===== src/rtl/div_modes_pkg.sv =====
// Shared types for the RV32M iterative divider: operation codes, FSM states
// and the iteration-counter width helper.
package div_modes_pkg;

   typedef enum logic [1:0] {
      DIVC  = 2'b00,
      DIVUC = 2'b01,
      REMC  = 2'b10,
      REMUC = 2'b11
   } div_code_e;

   typedef enum logic [1:0] {
      IDLE = 2'b00,
      CALC = 2'b01,
      DONE = 2'b10
   } div_state_e;

   localparam int unsigned DIV_W     = 32;
   localparam int unsigned DIV_CNT_W = $clog2(DIV_W + 1);

   // Counter must be able to represent 0..dataW.
   function automatic int unsigned cnt_width(input int unsigned w);
      return $clog2(w + 1);
   endfunction

endpackage


===== src/rtl/div_step.sv =====
// One combinational restoring shift-subtract step of the divider.
module div_step #(
   parameter int unsigned dataW = 32
) (
   input  logic [dataW-1:0] rem_i,
   input  logic [dataW-1:0] d_i,
   input  logic             bit_i,
   output logic [dataW-1:0] rem_o,
   output logic             qbit_o
);

   logic [dataW:0] shifted_s;

   // The partial remainder stays below the divisor, so the difference always
   // fits in dataW bits even when the shifted value overflows into bit dataW.
   always_comb begin
      shifted_s = {rem_i, bit_i};
      if (shifted_s >= {1'b0, d_i}) begin
         qbit_o = 1'b1;
         rem_o  = shifted_s[dataW-1:0] - d_i;
      end else begin
         qbit_o = 1'b0;
         rem_o  = shifted_s[dataW-1:0];
      end
   end

endmodule


===== src/rtl/div_r32m.sv =====
// Iterative RV32M divider (DIV/DIVU/REM/REMU), one restoring step per clock.
// Define DIV_SPECIAL_EARLY_EN to finish divide-by-zero and overflow at accept.
module div_r32m
   import div_modes_pkg::*;
#(
   parameter int unsigned dataW = 32
) (
   input  logic             clk,
   input  logic             nReset,
   input  logic             start,
   input  div_code_e        divCode,
   input  logic [dataW-1:0] N,
   input  logic [dataW-1:0] D,
   output logic             ready,
   output logic             valid,
   output logic [dataW-1:0] out
);

   localparam int unsigned     cntW     = cnt_width(dataW);
   localparam logic [cntW-1:0] lastCnt  = cntW'(dataW - 1);
   localparam logic [dataW-1:0] zeroW   = {dataW{1'b0}};
   localparam logic [dataW-1:0] onesW   = {dataW{1'b1}};
   localparam logic [dataW-1:0] minNeg  = {1'b1, {(dataW-1){1'b0}}};

   div_state_e       state_q;
   logic [cntW-1:0]  cnt_q;
   logic             ready_q;
   logic             valid_q;
   logic [dataW-1:0] out_q;
   logic [dataW-1:0] rem_q;
   logic [dataW-1:0] quo_q;
   logic [dataW-1:0] dvs_q;
   logic             neg_q_q;
   logic             neg_r_q;
   logic             rem_sel_q;
   logic             spec_q;
   logic [dataW-1:0] spec_val_q;

   logic             is_signed_s;
   logic             is_rem_s;
   logic             n_neg_s;
   logic             d_neg_s;
   logic [dataW-1:0] n_abs_s;
   logic [dataW-1:0] d_abs_s;
   logic             d_zero_s;
   logic             ovf_s;
   logic             special_s;
   logic [dataW-1:0] spec_val_s;

   logic [dataW-1:0] rem_d;
   logic             qbit_s;
   logic [dataW-1:0] quo_d;
   logic [dataW-1:0] res_s;

   div_step #(.dataW(dataW)) u_step (
      .rem_i  (rem_q),
      .d_i    (dvs_q),
      .bit_i  (quo_q[dataW-1]),
      .rem_o  (rem_d),
      .qbit_o (qbit_s)
   );

   // Operand decode at the accept boundary: magnitudes, signs and special results.
   always_comb begin
      is_signed_s = (divCode == DIVC) || (divCode == REMC);
      is_rem_s    = (divCode == REMC) || (divCode == REMUC);
      n_neg_s     = is_signed_s && N[dataW-1];
      d_neg_s     = is_signed_s && D[dataW-1];
      n_abs_s     = n_neg_s ? (zeroW - N) : N;
      d_abs_s     = d_neg_s ? (zeroW - D) : D;
      d_zero_s    = (D == zeroW);
      ovf_s       = is_signed_s && (N == minNeg) && (D == onesW);
      special_s   = d_zero_s || ovf_s;
      if (d_zero_s) begin
         spec_val_s = is_rem_s ? N : onesW;
      end else if (ovf_s) begin
         spec_val_s = is_rem_s ? zeroW : N;
      end else begin
         spec_val_s = zeroW;
      end
   end

   // Final-step result with sign correction; special cases override it.
   always_comb begin
      quo_d = {quo_q[dataW-2:0], qbit_s};
      if (spec_q) begin
         res_s = spec_val_q;
      end else if (rem_sel_q) begin
         res_s = neg_r_q ? (zeroW - rem_d) : rem_d;
      end else begin
         res_s = neg_q_q ? (zeroW - quo_d) : quo_d;
      end
   end

   // Control FSM and datapath registers; all outputs are registered.
   always_ff @(posedge clk or negedge nReset) begin
      if (!nReset) begin
         state_q    <= IDLE;
         cnt_q      <= {cntW{1'b0}};
         ready_q    <= 1'b1;
         valid_q    <= 1'b0;
         out_q      <= zeroW;
         rem_q      <= zeroW;
         quo_q      <= zeroW;
         dvs_q      <= zeroW;
         neg_q_q    <= 1'b0;
         neg_r_q    <= 1'b0;
         rem_sel_q  <= 1'b0;
         spec_q     <= 1'b0;
         spec_val_q <= zeroW;
      end else begin
         case (state_q)
            IDLE: begin
               valid_q <= 1'b0;
               cnt_q   <= {cntW{1'b0}};
               if (start) begin
                  rem_q      <= zeroW;
                  quo_q      <= n_abs_s;
                  dvs_q      <= d_abs_s;
                  neg_q_q    <= n_neg_s ^ d_neg_s;
                  neg_r_q    <= n_neg_s;
                  rem_sel_q  <= is_rem_s;
                  spec_q     <= special_s;
                  spec_val_q <= spec_val_s;
                  ready_q    <= 1'b0;
`ifdef DIV_SPECIAL_EARLY_EN
                  if (special_s) begin
                     state_q <= DONE;
                     out_q   <= spec_val_s;
                     valid_q <= 1'b1;
                  end else begin
                     state_q <= CALC;
                  end
`else
                  state_q <= CALC;
`endif
               end else begin
                  ready_q <= 1'b1;
               end
            end
            CALC: begin
               rem_q <= rem_d;
               quo_q <= quo_d;
               if (cnt_q == lastCnt) begin
                  state_q <= DONE;
                  cnt_q   <= {cntW{1'b0}};
                  out_q   <= res_s;
                  valid_q <= 1'b1;
               end else begin
                  cnt_q <= cnt_q + {{(cntW-1){1'b0}}, 1'b1};
               end
            end
            DONE: begin
               state_q <= IDLE;
               valid_q <= 1'b0;
               ready_q <= 1'b1;
            end
            default: begin
               state_q <= IDLE;
               cnt_q   <= {cntW{1'b0}};
               valid_q <= 1'b0;
               ready_q <= 1'b1;
            end
         endcase
      end
   end

   assign ready = ready_q;
   assign valid = valid_q;
   assign out   = out_q;

endmodule


===== config.mk =====
export PLATFORM = sky130hd
export DESIGN_NAME = div_r32m
export DESIGN_NICKNAME = d
export VERILOG_FILES = /design/src/rtl/div_modes_pkg.sv /design/src/rtl/div_step.sv /design/src/rtl/div_r32m.sv
export SDC_FILE = /design/constraint.sdc
export NUM_CORES = 1
export LEC_CHECK = 0
export CAP_MARGIN = 10
export CORE_ASPECT_RATIO = 2
export CORE_MARGIN = 5
export CORE_UTILIZATION = 50
export DETAILED_ROUTE_END_ITERATION = 8
export GPL_ROUTABILITY_DRIVEN = 0
export GPL_TIMING_DRIVEN = 0
export PLACE_DENSITY = 0.7
export SLEW_MARGIN = 10
export SYNTH_ARGS = -nofsm -noshare
export SYNTH_HDL_FRONTEND = slang
export SYNTH_SLANG_ARGS = --single-unit

===== constraint.sdc =====
create_clock -name clk -period 7.13 [get_ports clk]
set_input_delay 1.426 -clock clk [delete_from_list [all_inputs] [get_ports clk]]
set_output_delay 1.426 -clock clk [all_outputs]
set_load 0.005 [all_outputs]

==> impl_metrics.toml <==
[status]
status = "completed"

[clocking]
cts-buffers-inserted = 17
clock_insertion_delay_worst_skew_ns = 0.46
clockBufferDepth = 2
cts_hold_repair.buffers = 0
cts_resized = 0
clock_sink_count = 174
clk_pin_slew_worst_paths_ns = 0.08
tritoncts = "done"
number_of_levels_in_the_clock_h_tree = 4
postCtsSetupRepairBufs = 0
root_buffer = "sky130_fd_sc_hd__clkbuf_16"

[worst_setup_path]
rr_startpoint = "rem_q[29]"
timing.critical_path.from_type = "flop"
critical_path.cell_chain = "ha_1 > a21o_1 > a211oi_1 > o21ai_0 > a41o_1 > or3_1 > buf_6 > inv_6 > clkbuf_8 > clkbuf_1 > mux2i_1 > ha_1 > nand2_1 > nor4_1 > nand3_1 > o31ai_4 > nand4_1 > o31ai_1 > xor2_1 > o22ai_1"
cp_slowest_stage_delay_ns = 0.67
setup.worst_path.class = "flop to flop"
slowest_cell_on_the_critical_path = "sky130_fd_sc_hd__a211oi_1"
cp_top_family = "compound AO/OA/AOI/OAI gates"
worstPathRequired_ns = 7.47
crit_end_element = "flop"
r2r_setup_slack_ns = 0.67
cell_count_of_the_worst_reg_to_reg_path = 20
critical_path_buf_inv_count = 4
critical_path.max_fanout = 10
worstReg2RegEnd = "out[30]"
arrival_time_at_the_worst_endpoint_ns = 6.80
cpMostUsedCell = "sky130_fd_sc_hd__ha_1"

[route]
viasPerCell = 6.278
vias = 13170
first_pass_iters = 6
route.antenna.remaining_nets = 0
routed_wirelength_mm = 48.40
drt-initial-drc-count = 1013
routedWlPerCell_um = 23.08
post-route-drc-count = 0

[global_route]
globalRouteTotalUtil_pct = 33.61
grt_antenna_before_repair = 0
vias_in_the_first_global_route = 13320
global_route.overflow_total = 0
grt_first_pass_wirelength_mm = 74.32
grt_max_degree = 100

[synth]
synth_largest_area_cell = "sky130_fd_sc_hd__dfrtp_1"
synth.top_cells.by_area = "sky130_fd_sc_hd__dfrtp_1, sky130_fd_sc_hd__o21ai_0, sky130_fd_sc_hd__nand2_1, sky130_fd_sc_hd__xnor2_1, sky130_fd_sc_hd__nor2_1"
ys_async_sr_fraction_pct = 100.0
post_synth_inst_count = 1622
synth-seq-area-share_pct = 33.40
synth_seq_cells = 174
total_standard_cell_area_after_synthesis_um2 = 13040
yosysMostFrequentCell = "sky130_fd_sc_hd__o21ai_0"
yosys_warnings = 0
netlist-cell-type-count = 98
syn_nets = 1730
yosys-top-cells-count = "sky130_fd_sc_hd__o21ai_0, sky130_fd_sc_hd__nand2_1, sky130_fd_sc_hd__dfrtp_1"
synth_top_area_share_pct = 33.20
number_of_enable_type_register_cells_in_the_synthesized_netlist = 0
dominantRegCellSynth = "sky130_fd_sc_hd__dfrtp_1"
synthesized_area_divided_by_synthesized_cell_count_um2 = 8.039

[timing]
timing_max_transition_violations_final = 0
setup_viol_count_final = 0
final-hold-violation-count = 0
period_share_pct = 90.58
post-route-min-period_ns = 6.458
hold_slack_ns = 0.4829
unrepaired_setup_endpoints_after_global_routing = "no"
finalClockSkew_ns = 0.01289
maxClockFrequency_mhz = 154.8
slew-limit-headroom_pct = 21.36
final_critical_path_setup_slack_ns = 0.6720
worst_pin_slew_ns = 1.150
setup_total_negative_slack_ns = 0

[layout]
antennaDiodeCount = 0
area.growth.synth_to_final_pct = 16.33
final_layout_size_suffix_gt1_share_pct = 5.521
final_core_utilization_pct = 58.90
nNetsFinal = 1852

[floorplan]
die_area_um2 = 29600
die_x_um = 124.2
initial_core_utilization_pct = 50.63
core_um2 = 25750
die_h_um = 238.4
num_io_pins = 103
num_rows = 83

[min_path]
min_path_cells = 2
timing.hold.worst_endpoint = "out[9]"
hold_path.startpoint = "out[9]"
hp-class = "flop to flop"

[flow_run]
reported_max_cap_violation_count = 0

[pwr]
p_leak_uw = 0.006126
power_switching_uw = 3841
share_of_total_power_consumed_by_net_switching_pct = 50.65
clock_power_share_pct = 14.0
share_seq_of_total_power_pct = 21.2
pwr-share-comb_pct = 64.8
vdd.ir_drop.worst_mv = 0.2156
power.internal_uw = 3742
power.density_nw_per_um2 = 499.9

[placement]
io_buffer_count = 102
preCtsSetupSlack_ns = 0.9243
post-dp-hpwl_mm = 38.99
[worst max-delay path by stage]
| stage | start | to | cells past startpoint |
|---|---|---|---|
| 3_5_place_dp | rem_q[29] | out[30] | 20 |
| 2_1_floorplan | rem_q[9] | out[30] | 21 |
| 3_3_place_gp | nReset | rem_q[7] | 1 |
| 5_1_grt | rem_q[29] | out[30] | 20 |
| 6_report | rem_q[29] | out[30] | 20 |
| 4_1_cts | rem_q[29] | out[30] | 20 |
[through the flow]
stage	total power, uW	std cells	cell area [um^2]
floorplan	5053	1622	13040
global placement	6306	2064	14490
detailed placement	6385	2065	14520
CTS	7480	2097	15170
global route	8073	2097	15170
finish	7583	2097	15170
[cell usage in the layout (no fill, tap or decap), types with 6 or more instances in the layout]
cell,instances
sky130_fd_sc_hd__or4_1,9
sky130_fd_sc_hd__clkbuf_8,6
sky130_fd_sc_hd__o31ai_1,28
sky130_fd_sc_hd__o21a_1,12
sky130_fd_sc_hd__buf_6,6
sky130_fd_sc_hd__nor4_1,10
sky130_fd_sc_hd__a22oi_1,34
sky130_fd_sc_hd__a21o_1,16
sky130_fd_sc_hd__a21oi_1,87
sky130_fd_sc_hd__nor2b_1,9
sky130_fd_sc_hd__o211ai_1,8
sky130_fd_sc_hd__o22ai_1,9
sky130_fd_sc_hd__nand3_1,22
sky130_fd_sc_hd__o21ai_1,6
sky130_fd_sc_hd__and2_1,9
sky130_fd_sc_hd__a22o_1,6
sky130_fd_sc_hd__nand2_1,217
sky130_fd_sc_hd__or3_1,18
sky130_fd_sc_hd__nand4_1,20
sky130_fd_sc_hd__dfrtp_1,173
sky130_fd_sc_hd__mux2i_1,20
sky130_fd_sc_hd__a211oi_1,13
sky130_fd_sc_hd__inv_1,58
sky130_fd_sc_hd__buf_2,8
sky130_fd_sc_hd__o41ai_1,11
sky130_fd_sc_hd__xnor2_1,89
sky130_fd_sc_hd__clkbuf_16,17
sky130_fd_sc_hd__clkdlybuf4s50_1,101
sky130_fd_sc_hd__a31oi_1,23
sky130_fd_sc_hd__o21ai_0,217
sky130_fd_sc_hd__nor2_1,149
sky130_fd_sc_hd__xor2_1,53
sky130_fd_sc_hd__nand2b_1,11
sky130_fd_sc_hd__clkbuf_1,68
sky130_fd_sc_hd__ha_1,38
sky130_fd_sc_hd__nor3_1,36
[worst min-delay path: stages (launching register included)]
cell and delay [ns]:
sky130_fd_sc_hd__dfrtp_1 0.34, sky130_fd_sc_hd__nand2_1 0.04, sky130_fd_sc_hd__o21ai_0 0.06
[cell families (layout without fill, tap and decap cells)]
| kind of cell | after synthesis | in the layout | synth area share, % |
|---|---|---|---|
| xor+xnor | 142 | 142 | 9.538 |
| compound gates | 530 | 530 | 25.71 |
| simple gates | 554 | 554 | 19.88 |
| flops | 174 | 174 | 33.40 |
| mux | 23 | 23 | 1.833 |
| buf+inv | 160 | 295 | 5.834 |
| fa+ha+maj | 39 | 39 | 3.800 |
[routing by layer]
layer / vias to the layer above / global-route usage (%) / share of wire, %
met5: - / 0 / 0
met2: 518 / 58.54 / 51
met3: 235 / 4.910 / 4.1
met1: 6334 / 32.65 / 32
met4: 0 / 31.91 / 12
li1: 6079 / - / -
[state kept, by name (all words and copies together), names as in the netlist, 2 cells and up]
name and flops:
cnt_q 6, dvs_q 32, out 32, quo_q 32, rem_q 32, spec_val_q 32
state_q 2
[area by class of cell]
type                            count  area [um^2]
Fill cell                        2495        10590
Sequential cell                   174         4355
Clock buffer                       17        425.4
Inverter                           60        230.2
Timing Repair Buffer              103         1054
Multi-Input combinational cell   1288         7923
Clock inverter                     15        225.2
Buffer                            100        530.5
Tap cell                          340        425.4
[power groups by stage]
| stage | clock [uW] | sequential [uW] | combinational [uW] |
|---|---|---|---|
| CTS | 1060 | 1590 | 4830 |
| detailed placement | 0 | 1610 | 4770 |
| floorplan | 0 | 1500 | 3560 |
| global route | 1110 | 1640 | 5330 |
| finish | 1060 | 1610 | 4910 |
| global placement | 0 | 1600 | 4700 |
(Power assumes the default switching activity.)
